**src/rtl/iopw_sched.sv**
```systemverilog
// rtl/iopw_sched.sv - two-entry posted video-RAM write queue and IO bus engine cycle scheduler.
module iopw_sched (
    input  logic        CLK,
    input  logic        nRES,
    input  logic        PWReq,
    input  logic [22:0] PWA,
    input  logic [15:0] PWD,
    input  logic        PWnUDS,
    input  logic        PWnLDS,
    output logic        PWFull,
    output logic        PWEmpty,
    output logic        PWErr,
    input  logic        IOReq,
    output logic        IOGrant,
    output logic        IOStart,
    input  logic        IODone,
    output logic        IOPWSel,
    output logic [22:0] IOA,
    output logic [15:0] IOD,
    output logic        IOnUDS,
    output logic        IOnLDS
);

    typedef enum logic [1:0] {
        S_IDLE = 2'd0,
        S_PW   = 2'd1,
        S_CPU  = 2'd2
    } state_t;

    state_t      state;
    state_t      state_nxt;
    logic        wr_ptr;
    logic        rd_ptr;
    logic [1:0]  count;
    logic [40:0] mem [2];
    logic        push;
    logic        pop;
    logic        io_start;
    logic        pw_err;

    // A push against a full queue is dropped even if the head pops this cycle.
    assign push = PWReq && (count != 2'd2);
    assign pop  = (state == S_PW) && IODone;

    always_ff @(posedge CLK or negedge nRES) begin
        if (!nRES) begin
            wr_ptr <= 1'b0;
            rd_ptr <= 1'b0;
            count  <= 2'd0;
            pw_err <= 1'b0;
            for (int i = 0; i < 2; i++) begin
                mem[i] <= '0;
            end
        end else begin
            if (push) begin
                mem[wr_ptr] <= {PWA, PWD, PWnUDS, PWnLDS};
                wr_ptr      <= ~wr_ptr;
            end
            if (pop) begin
                rd_ptr <= ~rd_ptr;
            end
            count <= count + {1'b0, push} - {1'b0, pop};
            if (PWReq && (count == 2'd2)) begin
                pw_err <= 1'b1;
            end
        end
    end

    always_ff @(posedge CLK or negedge nRES) begin
        if (!nRES) begin
            state <= S_IDLE;
        end else begin
            state <= state_nxt;
        end
    end

    // Queue wins over the CPU so posted writes land before any later read.
    always_comb begin
        state_nxt = state;
        case (state)
            S_IDLE: begin
                if (count != 2'd0) begin
                    state_nxt = S_PW;
                end else if (IOReq) begin
                    state_nxt = S_CPU;
                end
            end
            S_PW:    if (IODone) state_nxt = S_IDLE;
            S_CPU:   if (IODone) state_nxt = S_IDLE;
            default: state_nxt = S_IDLE;
        endcase
    end

    always_ff @(posedge CLK or negedge nRES) begin
        if (!nRES) begin
            io_start <= 1'b0;
        end else begin
            io_start <= (state == S_IDLE) && (state_nxt != S_IDLE);
        end
    end

    always_comb begin
        IOPWSel = (state == S_PW);
        IOGrant = (state == S_CPU);
        IOStart = io_start;
        PWErr   = pw_err;
        PWFull  = (count == 2'd2);
        PWEmpty = (count == 2'd0);
        {IOA, IOD, IOnUDS, IOnLDS} = mem[rd_ptr];
    end

endmodule

```
**config.mk**
```make
export PLATFORM = sky130hd
export DESIGN_NAME = iopw_sched
export DESIGN_NICKNAME = d
export VERILOG_FILES = /design/src/rtl/iopw_sched.sv
export SDC_FILE = /design/constraint.sdc
export NUM_CORES = 1
export LEC_CHECK = 0
export ABC_AREA = 1
export CORE_ASPECT_RATIO = 2
export CORE_MARGIN = 2
export CORE_UTILIZATION = 50
export CTS_CLUSTER_DIAMETER = 30
export DETAILED_ROUTE_END_ITERATION = 8
export PLACE_DENSITY = 0.79
export SYNTH_ARGS = -nofsm -noshare
export SYNTH_HDL_FRONTEND = slang
export SYNTH_SLANG_ARGS = --single-unit
```
**constraint.sdc**
```tcl
create_clock -name CLK -period 1.95 [get_ports CLK]
set_clock_uncertainty 0.15 [all_clocks]
set_input_delay 0.195 -clock CLK [delete_from_list [all_inputs] [get_ports CLK]]
set_output_delay 0.195 -clock CLK [all_outputs]
set_load 0.01 [all_outputs]
```
==> run summary, run 1 <==
Run status: completed
Hold Vio Cnt, Final: 0
DR pass1 iterations: 5
Initial Util: 0.518
Via/cell ratio: 4.92
Per-cell routed wire length: 13.2 um
Leakage: 0.00310 uW
Count of different cell masters after synthesis: 20
Total congestion overflow: 0
CTS Buf Count: 9
Final Cell Area: 5520 um^2
Fraction of layout cells with a size suffix above 1: 0.116
Initial antenna violation count: 0
Final Setup Violations: 0
Kind of critical path: reg2out
# H-tree levels: 3
DRC viols: 0
Net count after synthesis: 539
Setup TNS: 0 ps
# rows: 46
CP Capture Type: output port
Yosys warning count: 0
Clk sinks: 90
Worst Tran Pin Value: 501 ps
Final antenna-violating net count: 0
Synthesized instance count: 487
Dpl cell area: 5140 um^2
Unrepaired setup endpoints after global routing: no
Worst IR Drop VDD: 1.06 mV
Worst Hold Class: in2async
Global placement routability congestion: 0.798
Flops & latches, synth: 90
Clock Latency Late Sink: 330 ps
Area Overhead vs Synth: 34.2%
Global-route wire length before repair: 14.8 mm
Final Max Tran Viols: 0
Wirelength, routed: 8.93 mm
Slew headroom: 0.666
Diodes inserted: 0
Worst Setup Start Kind: flop
Initial DRC count: 273
Largest net degree at the start of global routing: 83
Max clock buf depth: 2
Total number of vias: 3,326
Root buffer cell: clkbuf_16
Sequential element share of the synthesized area: 0.547
CORE AREA: 7940 um^2
Number of global-route vias before repair: 3,172
Avg Cell Area, Syn: 8.46 um^2
Postcts setup bufs: 0
CTS clk-pin slew, worst paths: 60 ps
Buffers on Ports: 92
CTS tree: yes
Dpl cells: 659
Critical Path RT: 1600 ps
Fin crit period: 1880 ps
Die width: 68.2 um
Post-layout util: 0.695
Tcrit/Tclk final: 0.966
DIE HEIGHT: 132 um
FMAX: 531 MHz
Max-cap violations: 0
Final HPWL DP: 6.07 mm
Die area: 9020 um^2
Crit path arrival time: 1540 ps
Top fanout value on the critical path: 4
Top Ports: 93
Nets: 627
Cell Pwr Density: 1700 nW/um^2
Global-route usage over all layers: 0.215
Post-Syn Area: 4120 um^2
Non-Filler Instances: 676
## area by class of cell
type                            instances  area [um^2]
Multi-Input combinational cell        317         1510
Clock inverter                          5          100
Fill cell                             644         2420
Clock buffer                           11          253
Timing Repair Buffer                  103         1090
Inverter                               54          204
Tap cell                               96          120
Sequential cell                        90         2250
## state kept, by name, indices dropped and copies added, names as in the netlist
name / cells
IOStart: 1
PWErr: 1
count: 2
mem: 82
rd_ptr: 1
state: 2
wr_ptr: 1
## power breakdown
group	internal, uW	total [uW]	leakage, uW	switching (uW)
logic	1850	4140	0.00181	2280
clock network	1320	1990	0.000176	675
registers	2750	3240	0.00111	489
total	5920	9370	0.00310	3450
## repair_timing
action / CTS / global route
endpoints found under the hold margin: 36 / 0
gates resized for setup: 29 / 19
cloned: 0 / 0
hold buffers: 1 / 0
endpoints found under the setup margin: 42 / 17
pin swaps: 0 / 0
## synthesized netlist by cell type (all sizes together)
| master | count | area, um^2 |
|---|---|---|
| a21oi | 2 | 10.0 |
| nor2 | 1 | 3.75 |
| nand2 | 218 | 823 |
| ha | 6 | 75.1 |
| inv | 53 | 199 |
| nand3 | 3 | 15.0 |
| or2 | 1 | 6.26 |
| o21ai | 82 | 531 |
| xnor2 | 2 | 17.5 |
| a31o | 1 | 8.76 |
| buf | 12 | 110 |
| dfrtp | 90 | 2250 |
| clkinv | 1 | 3.75 |
| clkbuf | 14 | 53.8 |
| xor2 | 1 | 8.76 |
## worst max-delay path: stages (launching register included)
cell and delay (ps):
dfrtp_1 430, nor2_1 200, clkdlybuf4s50_1 570
## worst paths after layout
check	startpoint	to	slack, ps	cells after the start
max	count[1]	PWEmpty	70	2
max in group asynchronous	nRES	state[0]	810	3
min	nRES	mem[13]	220	2
max reg2reg	state[1]	count[1]	130	8
min reg2reg	PWErr	PWErr	330	1
min in group CLK	PWD[7]	mem[50]	270	3
## through the flow
stage | hold slack [ps] | setup WS, ps | power [uW]
final | 220 | 65.5 | 9370
after global routing | 285 | 0.470 | 10100
after CTS | 233 | -138 | 9510
after detailed placement | 44.4 | 151 | 7730
after global placement | 33.7 | 160 | 7550
after floorplan | -251 | 299 | 5720
## cell usage in the layout, fill, tap and decap left out, types with 2 or more instances in the layout
master	synthesis	final
nand2_1	216	216
dfrtp_1	90	88
inv_1	53	53
clkdlybuf4s50_1	0	49
o21ai_0	41	41
o21ai_2	32	32
dlygate4sd2_1	0	26
dlymetal6s2s_1	0	16
o21ai_1	9	9
clkbuf_16	0	9
ha_1	6	6
buf_12	0	6
buf_4	0	5
clkinv_2	0	3
bufinv_16	0	3
nand3_1	3	2
a21oi_1	2	2
nand2_2	2	2
xnor2_1	2	2
clkbuf_8	0	2
dfrtp_2	0	2
## routing by layer
layer	vias to the layer above	GRT usage	share of wire
li1	1662	-	-
met1	1546	0.267	0.38
met2	99	0.353	0.54
met5	-	0	0
met4	0	0.0933	0.028
met3	19	0.0436	0.044
## kinds of logic after synthesis
group / synth area share
XOR/XNOR: 0.00638
AND/OR/NAND/NOR: 0.206
adder cells (fa/ha/maj): 0.0182
buffers and inverters: 0.0890
AO/OA/AOI/OAI: 0.133
flip-flops: 0.547
(Power assumes the default switching activity.)
==> run 2: changes to the inputs <==
--- a/config.mk
+++ b/config.mk
@@ -7,9 +7,8 @@
 export LEC_CHECK = 0
 export ABC_AREA = 1
 export CORE_ASPECT_RATIO = 2
-export CORE_MARGIN = 2
 export CORE_UTILIZATION = 50
-export CTS_CLUSTER_DIAMETER = 30
+export CTS_CLUSTER_DIAMETER = 150
 export DETAILED_ROUTE_END_ITERATION = 8
 export PLACE_DENSITY = 0.79
 export SYNTH_ARGS = -nofsm -noshare
==> run 2 against run 1 <==
Against the previous run:
- die area fell by 4.4%
- routed wire length increased by 2.1%
- flip-flop and latch count is the same
- combinational power hardly changed
- largest power group unchanged
==> run summary, run 2 (synthesis gave the netlist of run 1 again) <==
Run status: completed
DR pass1 iterations: 6 (+1)
Unrepaired setup endpoints after global routing: no
Final Max Tran Viols: 0 (unchanged)
Diodes inserted: 0 (unchanged)
Crit path arrival time: 1540 ps (about the same)
CTS clk-pin slew, worst paths: 60 ps (about the same)
Reg with most FFs: mem
# H-tree levels: 3 (unchanged)
CP Capture Type: output port
Global placement routability congestion: 0.819 (+2.6%)
Die width: 66.2 um (-2.9%)
Sequential Area: 2250 um^2 (unchanged)
Clk sinks: 90 (unchanged)
Per-cell routed wire length: 13.5 um (+2.3%)
RR Endpoint: count[1]
Hold Vio Cnt, Final: 0 (unchanged)
Worst IR Drop VDD: 1.11 mV (+5.2%)
Fillers: 665 (+3.3%)
Dpl cells: 658 (-0.15%)
Worst Setup Start Kind: flop
Setup slack, reg-to-reg: 190 ps (+60 ps)
Worst Hold Class: in2async
FMAX: 531 MHz (about the same)
Die area: 8620 um^2 (-4.4%)
Final Cell Area: 5420 um^2 (-1.8%)
Clock power frac: 0.174 (-0.039)
Global-route wire length before repair: 14.6 mm (-0.84%)
Non-Filler Instances: 675 (-0.15%)
Sequential Power Share: 0.363 (+0.017)
DRC viols: 0 (unchanged)
Clock Latency Late Sink: 330 ps (about the same)
Global-route usage over all layers: 0.227 (+0.0120)
Max-cap violations: 0 (unchanged)
Kind of critical path: reg2out
Dpl cell area: 5140 um^2 (about the same)
Final HPWL DP: 6.19 mm (+2.1%)
Slew headroom: 0.730 (+0.0640)
Final Setup Violations: 0 (unchanged)
Nets: 627 (unchanged)
# rows: 46 (unchanged)
Final antenna-violating net count: 0 (unchanged)
Wirelength, routed: 9.12 mm (+2.1%)
DIE HEIGHT: 130 um (-1.5%)
Via/cell ratio: 4.97 (+1.1%)
Initial antenna violation count: 0 (unchanged)
Fraction of layout cells with a size suffix above 1: 0.112 (-0.00325)
Total number of vias: 3,357 (+0.93%)
R2R Path Start: state[1]
Initial Util: 0.518 (unchanged)
Comb power frac: 0.463 (+0.022)
Initial DRC count: 251 (-8.1%)
Buffers on Ports: 92 (unchanged)
Total congestion overflow: 0 (unchanged)
Top fanout value on the critical path: 4 (unchanged)
Regs by FF count: mem x82, count x2, state x2
CORE AREA: 7940 um^2 (unchanged)
Critical Path RT: 1600 ps (about the same)
Net Switching: 3450 uW (+0.17%)
Top Ports: 93 (unchanged)
Leakage: 0.00294 uW (-5.1%)
Area Overhead vs Synth: 31.7%
Root buffer cell: clkbuf_16
Fin crit period: 1880 ps (-1.11 ps)
CTS Buf Count: 9 (unchanged)
Max clock buf depth: 2 (unchanged)
Most common cell after layout, fill and taps aside: nand2_1
Tcrit/Tclk final: 0.966 (about the same)
Cell Pwr Density: 1650 nW/um^2 (-2.6%)
Most frequent cells in the layout: nand2_1, dfrtp_1, inv_1, clkdlybuf4s50_1, o21ai_0
Worst Reg-to-Reg Cells: 8 (unchanged)
Switch share: 0.385 (+0.0176)
Combined area of the multi-input logic cells: 1510 um^2 (unchanged)
Largest register FFs: 82 (unchanged)
Number of global-route vias before repair: 3,236 (+2.0%)
CTS tree: yes
Largest net degree at the start of global routing: 83 (unchanged)
Setup TNS: 0 ps (unchanged)
Internal power: 5510 uW (-7.1%)
Worst Tran Pin Value: 405 ps (-96.0 ps)
Worst setup path start: count[1]
Critical Path Sink: PWEmpty
==> run 2: cell count changes in the layout (fill, tap and decap cells not counted), moves of 3 or more <==
cell	before	now
bufinv_16	3	0
buf_4	5	2
dlymetal6s2s_1	16	3
dlygate4sd2_1	26	39
==> run 2: worst max-delay path: stages, from the launching register on <==
cell,delay (ps)
dfrtp_1,430
nor2_1,200
clkdlybuf4s50_1,570
==> run 2: worst min-delay path by stage <==
stage | endpoint | slack (ps) | depth (start not counted)
global route | IOStart | 130 | 2
finish | mem[13] | 110 | 2
CTS | mem[13] | 110 | 2
global placement | mem[13] | -80 | 1
floorplan | IOStart | -250 | 0
detailed placement | mem[13] | -70 | 1
==> run 2: area by class of cell <==
cell class                 count  area share
sequential                    90       0.416
timing repair buffer         103       0.197
multi-input combinational    317       0.278
clock buffer                  12      0.0473
inverter                      54      0.0378
clock inverter                 3     0.00277
tap                           96      0.0221
==> run 2: layer usage <==
| layer | track usage | vias to the layer above | routed length [um] | part of all wire |
|---|---|---|---|---|
| met2 | 0.391 | 85 | 4950 | 0.54 |
| met5 | 0 | - | 0 | 0 |
| met3 | 0.0341 | 25 | 298 | 0.033 |
| met4 | 0.135 | 0 | 319 | 0.035 |
| li1 | - | 1668 | - | - |
| met1 | 0.261 | 1579 | 3550 | 0.39 |
==> run 2: timing repair <==
action | CTS | global route
endpoints found under the setup margin | 41 | 4
resized for setup | 42 | 7
hold buffers | 1 | 0
buffers inserted | 0 | 0
gates cloned | 0 | 1
hold endpoints to repair | 90 | 0
==> run 2: metrics by stage <==
stage / hold slack [ps] / worst slack [ps] / utilization / total power, uW
4_1_cts: 113 / -62.1 / 0.678 / 8970
3_3_place_gp: -77.5 / 223 / 0.647 / 7570
3_5_place_dp: -74.6 / 209 / 0.647 / 7760
5_1_grt: 128 / 7.06 / 0.683 / 9660
6_report: 111 / 66.6 / 0.683 / 8960
2_1_floorplan: -251 / 299 / - / 5720
==> run 2: power by group through the flow <==
stage | registers, uW | logic (uW) | clock network (uW)
after CTS | 3240 | 4140 | 1600
after global placement | 3200 | 4370 | 0
final | 3250 | 4150 | 1560
after detailed placement | 3260 | 4500 | 0
after global routing | 3370 | 4620 | 1670
after floorplan | 3130 | 2590 | 0
